--- src/rtl/z88_ps2_rx.sv ---
// PS/2 receiver: sync + glitch filter + deframer into a FWFT FIFO; code_valid 2 clk after the stop-bit fall event.
// Full FIFO drops new bytes with an overflow pulse; Z88_PS2_PREFIX_EN folds E0/F0 prefixes into ext/brk.
module z88_ps2_rx #(
   parameter int FILTER_LEN = 8,
   parameter int TIMEOUT    = 50000,
   parameter int FIFO_AW    = 2
) (
   input  logic       clk,
   input  logic       reset,
   input  logic       ps2clk,
   input  logic       ps2dat,
   output logic [7:0] code,
   output logic       ext,
   output logic       brk,
   output logic       code_valid,
   input  logic       code_ready,
   output logic       parity_err,
   output logic       frame_err,
   output logic       overflow
);

   localparam int FW    = $clog2(FILTER_LEN + 1);
   localparam int TW    = $clog2(TIMEOUT + 1);
   localparam int DEPTH = 1 << FIFO_AW;
`ifdef Z88_PS2_PREFIX_EN
   localparam int EW = 10;
`else
   localparam int EW = 8;
`endif

   typedef enum logic [1:0] {IDLE, DATA, PARITY, STOP} state_t;

   state_t            state, state_nxt;
   logic              clk_s1, clk_s2, dat_s1, dat_s2;
   logic              clk_filt, filt_q, fall;
   logic [FW-1:0]     fcnt;
   logic [TW-1:0]     tcnt;
   logic              timeout;
   logic [2:0]        bit_cnt;
   logic [7:0]        shreg;
   logic              par_ok;
   logic              deliver, perr_nxt, ferr_nxt;
   logic              push_q;
   logic [EW-1:0]     push_dat;
   logic [EW-1:0]     mem [DEPTH];
   logic [EW-1:0]     head;
   logic [FIFO_AW:0]  wr_ptr, rd_ptr;
   logic              empty, full, pop, wr_en;
`ifdef Z88_PS2_PREFIX_EN
   logic              ext_pend, brk_pend;
`endif

   always_ff @(posedge clk) begin
      if (reset) begin
         clk_s1 <= 1'b1;
         clk_s2 <= 1'b1;
         dat_s1 <= 1'b1;
         dat_s2 <= 1'b1;
      end else begin
         clk_s1 <= ps2clk;
         clk_s2 <= clk_s1;
         dat_s1 <= ps2dat;
         dat_s2 <= dat_s1;
      end
   end

   // The filtered clock only follows after FILTER_LEN consecutive disagreeing cycles.
   always_ff @(posedge clk) begin
      if (reset) begin
         clk_filt <= 1'b1;
         filt_q   <= 1'b1;
         fcnt     <= '0;
      end else begin
         filt_q <= clk_filt;
         if (clk_s2 == clk_filt) begin
            fcnt <= '0;
         end else if (fcnt == FW'(FILTER_LEN - 1)) begin
            clk_filt <= clk_s2;
            fcnt     <= '0;
         end else begin
            fcnt <= fcnt + 1'b1;
         end
      end
   end

   assign fall    = filt_q & ~clk_filt;
   assign timeout = (state != IDLE) && (tcnt == TW'(TIMEOUT));

   always_ff @(posedge clk) begin
      if (reset) state <= IDLE;
      else       state <= state_nxt;
   end

   always_comb begin
      state_nxt = state;
      deliver   = 1'b0;
      perr_nxt  = 1'b0;
      ferr_nxt  = 1'b0;
      if (timeout) begin
         state_nxt = IDLE;
         ferr_nxt  = 1'b1;
      end else if (fall) begin
         case (state)
            IDLE: begin
               if (dat_s2) ferr_nxt  = 1'b1;
               else        state_nxt = DATA;
            end
            DATA: begin
               if (bit_cnt == 3'd7) state_nxt = PARITY;
            end
            PARITY: state_nxt = STOP;
            STOP: begin
               state_nxt = IDLE;
               if (!dat_s2)     ferr_nxt = 1'b1;
               else if (!par_ok) perr_nxt = 1'b1;
               else             deliver  = 1'b1;
            end
            default: state_nxt = IDLE;
         endcase
      end
   end

   always_ff @(posedge clk) begin
      if (reset) begin
         tcnt       <= '0;
         bit_cnt    <= '0;
         shreg      <= '0;
         par_ok     <= 1'b0;
         parity_err <= 1'b0;
         frame_err  <= 1'b0;
      end else begin
         parity_err <= perr_nxt;
         frame_err  <= ferr_nxt;
         if (fall || (state != IDLE && state_nxt == IDLE))
            tcnt <= '0;
         else if (state != IDLE)
            tcnt <= tcnt + 1'b1;
         if (fall && !timeout) begin
            case (state)
               IDLE:   bit_cnt <= '0;
               DATA: begin
                  shreg   <= {dat_s2, shreg[7:1]};
                  bit_cnt <= bit_cnt + 1'b1;
               end
               PARITY: par_ok <= ^{shreg, dat_s2};
               default: ;
            endcase
         end
      end
   end

   // Delivered byte is staged one cycle before the FIFO write.
   always_ff @(posedge clk) begin
      if (reset) begin
         push_q   <= 1'b0;
         push_dat <= '0;
`ifdef Z88_PS2_PREFIX_EN
         ext_pend <= 1'b0;
         brk_pend <= 1'b0;
`endif
      end else begin
`ifdef Z88_PS2_PREFIX_EN
         push_q <= 1'b0;
         if (perr_nxt || ferr_nxt) begin
            ext_pend <= 1'b0;
            brk_pend <= 1'b0;
         end else if (deliver) begin
            if (shreg == 8'hE0) begin
               ext_pend <= 1'b1;
            end else if (shreg == 8'hF0) begin
               brk_pend <= 1'b1;
            end else begin
               push_q   <= 1'b1;
               push_dat <= {ext_pend, brk_pend, shreg};
               ext_pend <= 1'b0;
               brk_pend <= 1'b0;
            end
         end
`else
         push_q <= deliver;
         if (deliver) push_dat <= shreg;
`endif
      end
   end

   assign empty      = (wr_ptr == rd_ptr);
   assign full       = (wr_ptr[FIFO_AW] != rd_ptr[FIFO_AW]) &&
                       (wr_ptr[FIFO_AW-1:0] == rd_ptr[FIFO_AW-1:0]);
   assign code_valid = ~empty;
   assign pop        = code_valid & code_ready;
   assign wr_en      = push_q & (~full | pop);
   assign overflow   = push_q & full & ~pop;

   always_ff @(posedge clk) begin
      if (reset) begin
         wr_ptr <= '0;
         rd_ptr <= '0;
      end else begin
         if (wr_en) wr_ptr <= wr_ptr + 1'b1;
         if (pop)   rd_ptr <= rd_ptr + 1'b1;
      end
   end

   always_ff @(posedge clk) begin
      if (wr_en) mem[wr_ptr[FIFO_AW-1:0]] <= push_dat;
   end

   assign head = mem[rd_ptr[FIFO_AW-1:0]];

   // Head is masked so outputs read 0 while the FIFO is empty.
`ifdef Z88_PS2_PREFIX_EN
   assign code = code_valid ? head[7:0] : 8'h00;
   assign ext  = code_valid & head[9];
   assign brk  = code_valid & head[8];
`else
   assign code = code_valid ? head : 8'h00;
   assign ext  = 1'b0;
   assign brk  = 1'b0;
`endif

endmodule

--- config.mk ---
export PLATFORM = sky130hd
export DESIGN_NAME = z88_ps2_rx
export DESIGN_NICKNAME = d
export VERILOG_FILES = /design/src/rtl/z88_ps2_rx.sv
export SDC_FILE = /design/constraint.sdc
export NUM_CORES = 1
export LEC_CHECK = 0
export BUFFER_PORTS_ARGS = -buffer_cell sky130_fd_sc_hd__buf_2
export CORE_MARGIN = 3
export CORE_UTILIZATION = 48
export DETAILED_ROUTE_END_ITERATION = 8
export SYNTH_ARGS = -nofsm -noshare
export SYNTH_HDL_FRONTEND = slang
export SYNTH_SLANG_ARGS = --single-unit
export TNS_END_PERCENT = 5
--- constraint.sdc ---
create_clock -name clk -period 5.5 [get_ports clk]
set_clock_uncertainty 0.15 [all_clocks]
set_input_delay 1.1 -clock clk [delete_from_list [all_inputs] [get_ports clk]]
set_output_delay 1.1 -clock clk [all_outputs]
set_load 0.02 [all_outputs]
==> results of run 1 <==
==> per-layer routing <==
layer  up-vias  global-route usage [%]
li1       1157                       -
met1      1069                   18.73
met2        25                   22.66
met3        10                   2.580
met4         0                   6.398
met5         -                       0
==> area by class of cell <==
class                      instances  area (um2)
timing repair buffer              16       80.08
tap                              102       127.6
fill                             716        3633
sequential                        91        2142
multi-input combinational        211        1572
inverter                          14       52.55
clock buffer                       9       123.9
clock inverter                     7       76.32
==> power by group through the flow <==
stage,clock (mW),combinational (mW),sequential [mW]
final,0.454,0.0132,0.693
after floorplan,0,0.0151,0.708
after global routing,0.491,0.0151,0.693
after detailed placement,0,0.0136,0.709
after CTS,0.467,0.0136,0.693
after global placement,0,0.0134,0.709
==> registers in the layout, summed over array words and instances, names as in the netlist, 2 cells and up, named ones only <==
name      count
tcnt         16
mem          32
fcnt          4
shreg         8
bit_cnt       3
rd_ptr        3
wr_ptr        3
state         2
push_dat      8
==> final timing paths <==
path,start,endpoint,slack [ns],cells past startpoint
max reg2reg,state[1],tcnt[4],3.04,5
min reg2reg,dat_s1,dat_s2,0.26,1
max,flip-flop,code[0],2.36,3
min,dat_s1,dat_s2,0.26,1
==> layout by cell type (no fill, tap or decap), types with 6 or more instances in the layout <==
cell | synthesis | final
sky130_fd_sc_hd__nand3_1 | 9 | 9
sky130_fd_sc_hd__and2_1 | 8 | 8
sky130_fd_sc_hd__a21oi_1 | 6 | 6
sky130_fd_sc_hd__or2_2 | 6 | 6
sky130_fd_sc_hd__nand2_1 | 15 | 15
sky130_fd_sc_hd__edfxtp_1 | 32 | 32
sky130_fd_sc_hd__clkbuf_8 | 2 | 9
sky130_fd_sc_hd__buf_2 | 1 | 16
sky130_fd_sc_hd__xor2_1 | 15 | 15
sky130_fd_sc_hd__nor2_1 | 42 | 42
sky130_fd_sc_hd__nor2_2 | 10 | 10
sky130_fd_sc_hd__inv_1 | 14 | 14
sky130_fd_sc_hd__mux2i_1 | 18 | 18
sky130_fd_sc_hd__ha_1 | 10 | 10
sky130_fd_sc_hd__xnor2_1 | 16 | 16
sky130_fd_sc_hd__mux4_2 | 8 | 8
sky130_fd_sc_hd__dfxtp_1 | 59 | 59
==> worst reg2reg max path: cells and delay by family (launching register included) <==
kind,cells,cell delay (ns)
AND/OR/NAND/NOR,5,1.53
flip-flops,1,0.64
==> logic make-up (layout without fill, tap and decap cells) <==
| logic type | Yosys count | in the layout |
|---|---|---|
| simple gates | 120 | 120 |
| flops | 91 | 91 |
| xor+xnor | 32 | 32 |
| buf+inv | 30 | 46 |
| mux | 26 | 26 |
| compound gates | 21 | 21 |
| fa+ha+maj | 10 | 10 |
| other cells | 1 | 2 |
==> through the flow <==
step                setup WS [ns]  util [%]  hold WS, ns
floorplan                   2.431         -       0.2395
CTS                         2.292     53.46       0.2643
global placement            2.586     50.90       0.2418
global route                2.211     53.46       0.3031
detailed placement          2.574     50.90       0.2436
finish                      2.362     53.46       0.2625
==> reports/results.md, run 1 <==
| Metric | Value |
| --- | --- |
| Status | completed |
| Tot Pwr | 1.161 mW |
| Count of warnings emitted by yosys | 0 |
| Most frequent cell after synthesis | sky130_fd_sc_hd__dfxtp_1 |
| Post-route design area | 0.004174 mm2 |
| Sum of net half-perimeters after detailed placement | 3976 um |
| Layout Area Growth over Synthesis | 7.336% |
| Maximum clock insertion buffer count | 2 |
| Total routing usage reported by global routing | 14.18% |
| Port Buffer Count | 16 |
| CP cell instances | mux4_2, and2_1, buf_2 |
| Unrepaired setup endpoints after global routing | false |
| Static leakage | 1.647 nW |
| Share of the cycle needed by the critical path after routing | 57.05% |
| Seq/Total Area, Yosys | 55.08% |
| Via count of the first global-routing pass | 2,100 |
| Power density over the cells | 278.1 mW/mm2 |
| Minimum period implied by the final worst setup slack | 3.138 ns |
| CTS tree | done |
| Clock network fraction of total power | 39.2% |
| Antenna violations before repair | 0 |
| Number of ports placed on the die boundary | 19 |
| Worst setup path class | flip-flop to primary output |
| Basic-gate share of the synthesized area counting and, or, nand and nor cells | 16.12% |
| Portion of synthesized cell area occupied by the leading cell type | 30.37% |
| Routed length on met3 | 147 um |
| Gate count of the mapped netlist | 331 |
| Area of the die | 0.009218 mm2 |
| Max-cap violations | 0 |
| Crit Path Max Fanout | 8 |
| Cell total after placement | 434 |
| Num rows | 32 |
| Final routed wire length divided by cell count | 13.31 um |
| Count of vias placed by the detailed router | 2,261 |
| Cell internal pwr | 909.5 uW |
| Synth Cell Area | 0.003889 mm2 |
| Capturing element type of the critical path | primary output |
| Pin count of the biggest net entering global routing | 44 |
| Detailed-route wire length | 5991 um |
| Critical path arrival | 1.89 ns |
| Chip Height | 96.01 um |
| Worst-skew pair later-pin latency | 0.35 ns |
| Buffer and inverter count on the worst path | 1 |
| Transition time of the tightest slew-check pin | 0.9546 ns |
| Peak supply drop | 0.0001272 V |
| Uppermost metal layer occupied by signal nets | met4 |
| Clock-pin slew on the worst setup and hold paths | 0.09 ns |
| Detailed-routed wire length on met2 | 2836 um |
| Metal1 wirelength | 2903 um |
| Slowest cell on crit path | sky130_fd_sc_hd__dfxtp_1 |
| Initial Utilization | 49.81% |
| Synth Register Bits | 91 |
| Number of nets in the layout | 358 |
| Area share of fa/ha/maj cells after synthesis | 3.218% |
| Async SR Flop Fraction | 0% |
| Sink count of the clock tree | 91 |
| Xor and xnor fraction of the mapped netlist area | 7.561% |
| Clock H-tree levels | 3 |
| Clock Root Buffer | sky130_fd_sc_hd__clkbuf_8 |
| DR vias/cell | 5.024 |
| # resized after CTS | 0 |
| Net switching power figure | 251.1 uW |
| Main combinational cell family by area after synthesis | simple AND/OR/NAND/NOR gates |
| TritonRoute pass-1 iters | 4 |
| Number of pins with negative max-slew slack in the final report | 0 |
| Critical path startpoint category | flip-flop |
| Data required time of the critical path | 4.25 ns |
| Number of distinct library cells after synthesis | 48 |
| Total inserted antenna cells | 0 |
| Global-route wire length before repair | 9991 um |
| Fraction of final layout cells with drive strength greater than 1 | 18.10% |
| Post-synthesis average cell area | 11.75 um2 |
| Number of synthesized flops with an enable pin | 32 |
| Top cells by count, synth | 59 x sky130_fd_sc_hd__dfxtp_1, 42 x sky130_fd_sc_hd__nor2_1, 32 x sky130_fd_sc_hd__edfxtp_1 |
| Max stage delay on crit path | 0.66 ns |
| Remaining number of nets flagged by the antenna check after routing | 0 |
| Count of routing violations after the opening detailed-route iteration | 72 |
| Number of buffers inserted by post-CTS setup repair | 0 |
| Largest cells by area after synthesis | sky130_fd_sc_hd__dfxtp_1 30%, sky130_fd_sc_hd__edfxtp_1 25%, sky130_fd_sc_hd__mux2i_1 4.6% |
| F_max | 318.7 MHz |
| Setup violation total in the final timing report | 0 |
| Die span in x | 96.01 um |
| Compound-gate portion of the synthesized area | 4.054% |
| Most instantiated flip-flop cell in the synthesis netlist | sky130_fd_sc_hd__dfxtp_1 |
| DP Area | 0.003974 mm2 |
| Cell Count, Final, Fillers Out | 450 |
| Number of remaining DRC errors | 0 |
| Post-synthesis cell type with the largest combined area | sky130_fd_sc_hd__dfxtp_1 |
| Worst slew margin relative to its limit | 36.12% |
| Flop pwr share | 59.7% |
| Number of buffers created by CTS | 9 |
| Switching portion of total power | 21.64% |
| Hold violation total from the final report | 0 |
| Overall overflow remaining after global route | 0 |
| TNS Setup | 0 ns |
| Placeable Area | 0.007807 mm2 |
| Top delay family on crit path | flip-flops |
| Logic gate share of total power | 1.1% |
| Type of the tightest min-delay check | flip-flop to flip-flop |
| Post-synthesis mux area share | 9.266% |
| Hold-fix buffer count after cts | 0 |
| Placer congestion estimate | 0.6747 |
Note: power is estimated with default switching activity, not from simulation.
==> run 2, diff against run 1 <==
--- a/config.mk
+++ b/config.mk
@@ -9,6 +9,7 @@
 export CORE_MARGIN = 3
 export CORE_UTILIZATION = 48
 export DETAILED_ROUTE_END_ITERATION = 8
+export PLACE_DENSITY = 0.67
 export SYNTH_ARGS = -nofsm -noshare
 export SYNTH_HDL_FRONTEND = slang
 export SYNTH_SLANG_ARGS = --single-unit
==> constraint.sdc (replaced) <==
create_clock -name clk -period 2.8 [get_ports clk]
set_clock_uncertainty 0.15 [all_clocks]
set_input_delay 0.56 -clock clk [delete_from_list [all_inputs] [get_ports clk]]
set_output_delay 0.56 -clock clk [all_outputs]
set_load 0.02 [all_outputs]
==> run 2 against run 1 <==
Routed wire length shrank 0.52%. Cell count grew 1.8%. Register-to-register slack lost 2.4 ns. Sequential share of layout area shrank 0.80 points. Sequential power grew 96%. Critical path depth grew 1. Hold slack lost 0.030 ns. Core utilization grew 0.85 points. Cell area grew 1.6%. Via count grew 2.5%. Clock-buffer cell count is the same. Highest routed layer unchanged.
==> reports/results.md, run 2 (synthesized netlist as in run 1, its figures left out) <==
| Metric | Value | Change |
| --- | --- | --- |
| Status | completed |  |
| Clock network fraction of total power | 39.6% | +0.4 points |
| Clock H-tree levels | 3 | unchanged |
| Number of buffers inserted by post-CTS setup repair | 0 | unchanged |
| TritonRoute pass-1 iters | 4 | unchanged |
| Data required time of the critical path | 2.09 ns | -2.16 ns |
| Routed length on met3 | 237 um | +61% |
| Count of routing violations after the opening detailed-route iteration | 60 | -17% |
| Count of vias placed by the detailed router | 2,317 | +2.5% |
| Fraction of final layout cells with drive strength greater than 1 | 19.94% | +1.8 points |
| Placeable Area | 0.007807 mm2 | unchanged |
| Worst setup path class | flip-flop to primary output |  |
| Buffer and inverter count on the worst path | 2 | +1 |
| Clock-pin slew on the worst setup and hold paths | 0.09 ns | about the same |
| Commonest non-fill, non-tap cell in the layout | sky130_fd_sc_hd__dfxtp_1 |  |
| Cell total after placement | 442 | +1.8% |
| Worst-case hold slack | 0.2327 ns | -0.02976 ns |
| Cell Count, Final, Fillers Out | 458 | +1.8% |
| Max stage delay on crit path | 0.53 ns | -0.13 ns |
| Number of nets in the layout | 366 | +2.2% |
| Port Buffer Count | 16 | unchanged |
| Num rows | 32 | unchanged |
| Area of the die | 0.009218 mm2 | unchanged |
| Power density over the cells | 542.7 mW/mm2 | +95% |
| Setup violation total in the final timing report | 0 | unchanged |
| Maximum clock insertion buffer count | 2 | unchanged |
| Uppermost metal layer occupied by signal nets | met4 |  |
| Net switching power figure | 505.3 uW | +100% |
| Metal1 wirelength | 2841 um | -2.1% |
| Via count of the first global-routing pass | 2,170 | +3.3% |
| Logic gate share of total power | 1.3% | +0.2 points |
| Overall overflow remaining after global route | 0 | unchanged |
| F_max | 412.5 MHz |  |
| Layout Area Growth over Synthesis | 9.041% |  |
| Transition time of the tightest slew-check pin | 0.5208 ns | -0.4338 ns |
| # resized after CTS | 0 | unchanged |
| Global-route wire length before repair | 10,030 um | +0.41% |
| Slowest cell on crit path | sky130_fd_sc_hd__mux4_2 |  |
| Total inserted antenna cells | 0 | unchanged |
| Unrepaired setup endpoints after global routing | false |  |
| Number of buffers created by CTS | 9 | unchanged |
| Hold violation total from the final report | 0 | unchanged |
| Top library cells by usage in the layout, fill and taps aside | 59 x sky130_fd_sc_hd__dfxtp_1, 42 x sky130_fd_sc_hd__nor2_1, 32 x sky130_fd_sc_hd__edfxtp_1 |  |
| Placement-stage worst setup slack | 0.6369 ns | -1.937 ns |
| Sum of net half-perimeters after detailed placement | 4198 um | +5.6% |
| Total routing usage reported by global routing | 14.20% | +0.021 points |
| Flip-flop count of the largest register, all copies and words added | 32 | unchanged |
| Post-route design area | 0.004240 mm2 | +1.6% |
| Number of remaining DRC errors | 0 | unchanged |
| Share of the cycle needed by the critical path after routing | 86.59% |  |
| CTS tree | done |  |
| Critical path startpoint category | flip-flop |  |
| Top delay family on crit path | multiplexers |  |
| Peak supply drop | 0.0002509 V | +97% |
| Die span in x | 96.01 um | unchanged |
| Capturing element type of the critical path | primary output |  |
| Detailed-routed wire length on met2 | 2807 um | -1.0% |
| DR vias/cell | 5.059 | +0.69% |
| Cell internal pwr | 1.796 mW | +97% |
| Switching portion of total power | 21.96% | +0.32 points |
| Post-Route Utilization | 54.31% | +0.85 points |
| Tot Pwr | 2.301 mW | +98% |
| Max-cap violations | 0 | unchanged |
| Type of the tightest min-delay check | input port to flip-flop |  |
| Setup slack after layout | 0.3755 ns | -1.986 ns |
| Remaining number of nets flagged by the antenna check after routing | 0 | unchanged |
| Placer congestion estimate | 0.7736 | +15% |
| Hold-fix buffer count after cts | 0 | unchanged |
| Final routed wire length divided by cell count | 13.01 um | -2.3% |
| Detailed-route wire length | 5960 um | -0.52% |
| Number of pins with negative max-slew slack in the final report | 0 | unchanged |
| TNS Setup | 0 ns | unchanged |
| Flop pwr share | 59.2% | -0.5 points |
| Critical path arrival | 1.71 ns | -0.18 ns |
| Minimum period implied by the final worst setup slack | 2.425 ns |  |
| Sink count of the clock tree | 91 | unchanged |
| Crit Path Max Fanout | 8 | unchanged |
| Worst-skew pair later-pin latency | 0.35 ns | about the same |
| DP Area | 0.004034 mm2 | +1.5% |
| Chip Height | 96.01 um | unchanged |
| Pin count of the biggest net entering global routing | 27 | -39% |
| Worst slew margin relative to its limit | 65.01% | +29 points |
| Static leakage | 1.687 nW | +2.4% |
| Clock Root Buffer | sky130_fd_sc_hd__clkbuf_8 |  |
| Antenna violations before repair | 0 | unchanged |
| Number of ports placed on the die boundary | 19 | unchanged |
| CP cell instances | buf_4, mux4_2, and2_1, buf_2 |  |
| Initial Utilization | 49.81% | unchanged |
-- run 2: changes by cell type in the layout (fill, tap and decap cells not counted), sizes merged --
cell	delta
inv	+2
clkinv	-3
buf	+8
clkinvlp	+1
-- run 2: power by group through the flow --
stage,Combinational [mW],Clock [mW],Sequential (mW)
floorplan,0.0296,0,1.39
global placement,0.0284,0,1.39
detailed placement,0.0289,0,1.39
finish,0.0289,0.911,1.36
global route,0.0320,1.00,1.36
CTS,0.0289,0.939,1.36
-- run 2: cell type report --
cell class                 count  area, um2
clock buffer                   9      123.9
tap                          102      127.6
fill                         681       3567
multi-input combinational    211       1572
sequential                    91       2142
clock inverter                 7      82.58
inverter                      14      52.55
timing repair buffer          24      140.1
-- run 2: metal layers --
metal	track usage, %	vias to the layer above
met4	5.569	0
met5	0	-
met2	22.14	39
met3	4.300	8
li1	-	1174
met1	18.52	1096
-- run 2: worst paths after layout --
| check | startpoint | endpoint | slack (ns) | cells past startpoint |
|---|---|---|---|---|
| min reg2reg | dat_s1 | dat_s2 | 0.27 | 1 |
| min | ps2clk | clk_s1 | 0.23 | 2 |
| max | flip-flop | code[0] | 0.38 | 4 |
| max reg2reg | tcnt[0] | tcnt[1] | 0.62 | 8 |
==> run 3, diff against run 2 <==
==> constraint.sdc (replaced) <==
create_clock -name clk -period 2.8 [get_ports clk]
set_clock_uncertainty 0.15 [all_clocks]
set_input_delay 0.14 -clock clk [delete_from_list [all_inputs] [get_ports clk]]
set_output_delay 0.14 -clock clk [all_outputs]
set_load 0.02 [all_outputs]
==> run 3 against run 2 <==
Combinational power increased by 5%. Setup slack improved by 0.21 ns. Register-to-register slack improved by 0.02 ns. Fmax increased by 9.5%. Clock-buffer cell count unchanged. Clock power increased by 4.4%. Power increased by 1.8%. Core utilization increased by 0.21 points. Via count decreased by 0.60%. Sequential cell count unchanged. Sequential share of layout area decreased by 0.19 points.
==> reports/results.md, run 3 (synthesized netlist as in run 1, its figures left out) <==
| Metric | Value | Change |
| --- | --- | --- |
| Number of ports placed on the die boundary | 19 | unchanged |
| # resized after CTS | 0 | unchanged |
| Critical path arrival | 1.92 ns | +0.21 ns |
| Hold-fix buffer count after cts | 3 | +3 |
| Storage cell area | 0.002142 mm2 | unchanged |
| DR vias/cell | 5.028 | -0.60% |
| Peak supply drop | 0.0002333 V | -7.0% |
| Antenna violations before repair | 0 | unchanged |
| Clock H-tree levels | 3 | unchanged |
| Chip Height | 96.01 um | unchanged |
| Critical path startpoint category | flip-flop |  |
| Clock Root Buffer | sky130_fd_sc_hd__clkbuf_8 |  |
| Port Buffer Count | 16 | unchanged |
| Minimum period implied by the final worst setup slack | 2.214 ns | -0.2107 ns |
| Placeable Area | 0.007807 mm2 | unchanged |
| Setup violation total in the final timing report | 0 | unchanged |
| Remaining number of nets flagged by the antenna check after routing | 0 | unchanged |
| Area of the die | 0.009218 mm2 | unchanged |
| Type of the tightest min-delay check | input port to flip-flop |  |
| Power density over the cells | 550.3 mW/mm2 | +1.4% |
| Maximum clock insertion buffer count | 2 | unchanged |
| Count of routing violations after the opening detailed-route iteration | 96 | +60% |
| Num rows | 32 | unchanged |
| Final routed wire length divided by cell count | 12.97 um | -0.32% |
| Crit Path Max Fanout | 8 | unchanged |
| Commonest non-fill, non-tap cell in the layout | sky130_fd_sc_hd__dfxtp_1 |  |
| Placer congestion estimate | 0.7739 | about the same |
| Transition time of the tightest slew-check pin | 0.7128 ns | +0.1920 ns |
| Detailed-route wire length | 5941 um | -0.32% |
| Setup slack of the most critical reg-to-reg path | 0.64 ns | +0.02 ns |
| Area occupied by multi-input gates | 0.001572 mm2 | unchanged |
| Global-route wire length before repair | 9984 um | -0.48% |
| Status | completed |  |
| Number of buffers inserted by post-CTS setup repair | 0 | unchanged |
| Share of the cycle needed by the critical path after routing | 79.07% | -7.5 points |
| Sum of net half-perimeters after detailed placement | 3918 um | -6.7% |
| Total routing usage reported by global routing | 14.30% | +0.095 points |
| Data required time of the critical path | 2.51 ns | +0.42 ns |
| TritonRoute pass-1 iters | 4 | unchanged |
| Unrepaired setup endpoints after global routing | false |  |
| Top library cells by usage in the layout, fill and taps aside | 59 x sky130_fd_sc_hd__dfxtp_1, 42 x sky130_fd_sc_hd__nor2_1, 32 x sky130_fd_sc_hd__edfxtp_1 |  |
| F_max | 451.7 MHz | +9.5% |
| Number of remaining DRC errors | 0 | unchanged |
| Static leakage | 1.692 nW | +0.34% |
| Number of pins with negative max-slew slack in the final report | 0 | unchanged |
| Worst setup path class | flip-flop to primary output |  |
| Layout Area Growth over Synthesis | 9.459% |  |
| Overall overflow remaining after global route | 0 | unchanged |
| CTS tree | done |  |
| Count of vias placed by the detailed router | 2,303 | -0.60% |
| Flip-flop count of the largest register, all copies and words added | 32 | unchanged |
| Sink count of the clock tree | 91 | unchanged |
| Number of buffers created by CTS | 9 | unchanged |
| Total inserted antenna cells | 0 | unchanged |
| Number of nets in the layout | 366 | unchanged |
| Die span in x | 96.01 um | unchanged |
| Worst slew margin relative to its limit | 52.48% | -13 points |
| Pin count of the biggest net entering global routing | 44 | +63% |
| Capturing element type of the critical path | primary output |  |
| Via count of the first global-routing pass | 2,084 | -4.0% |
| TNS Setup | 0 ns | unchanged |
| Hold violation total from the final report | 0 | unchanged |
| Initial Utilization | 49.81% | unchanged |
| Worst-case hold slack | 0.1671 ns | -0.06564 ns |
| Max-cap violations | 0 | unchanged |
| Worst-skew pair later-pin latency | 0.36 ns | about the same |
| Clock-pin slew on the worst setup and hold paths | 0.10 ns | about the same |
| Fill cell count | 701 | +2.9% |
| Fraction of final layout cells with drive strength greater than 1 | 19.10% | -0.84 points |
==> run 3: cell types whose count changed in the layout (fill, tap and decap cells not counted), sizes merged <==
cell         delta
inv             +1
clkinvlp        -1
buf             -3
dlygate4sd3     +3
==> run 3: final timing paths <==
check | start | end | cells after the start
setup / recovery | flip-flop | code[0] | 3
hold / removal | reset | push_dat[4] | 2
setup reg to reg | tcnt[0] | tcnt[1] | 8
hold reg to reg | clk_s1 | clk_s2 | 1
==> run 3: critical path, cell delays in order (launching register included) <==
cell and delay, ns:
sky130_fd_sc_hd__dfxtp_1 0.67, sky130_fd_sc_hd__mux4_2 0.58, sky130_fd_sc_hd__and2_1 0.16, sky130_fd_sc_hd__buf_2 0.15
==> run 3: layout make-up <==
class                      count  share of cell area (%)
inverter                      14                   1.235
sequential                    91                   50.32
multi-input combinational    211                   36.92
clock inverter                 7                   2.146
tap                          102                   2.998
clock buffer                   9                   2.910
timing repair buffer          24                   3.469
==> run 3: stage by stage <==
| step | instance area, um2 | worst slack [ns] | cells | power (mW) | util [%] |
|---|---|---|---|---|---|
| 2_1_floorplan | 3892 | 0.7499 | 332 | 1.420 | - |
| 3_3_place_gp | 4011 | 0.6558 | 439 | 1.419 | 51.38 |
| 3_5_place_dp | 4011 | 0.6550 | 439 | 1.420 | 51.38 |
| 4_1_cts | 4257 | 0.5344 | 458 | 2.373 | 54.52 |
| 5_1_grt | 4257 | 0.4492 | 458 | 2.439 | 54.52 |
| 6_report | 4257 | 0.5862 | 458 | 2.342 | 54.52 |
==> run 3: metal layers <==
layer  part of all wire, %  global-route usage (%)  vias up
li1                      -                       -     1180
met1                    50                   19.25     1083
met2                    44                   21.62       29
met3                   3.1                   3.049       11
met4                   2.3                   7.464        0
met5                     0                       0        -
==> run 3: power by group <==
part | switching (mW) | total, mW | internal, mW
clock | 0.510 | 0.951 | 0.441
sequential | 0.00206 | 1.36 | 1.36
combinational | 0.0198 | 0.0303 | 0.0106
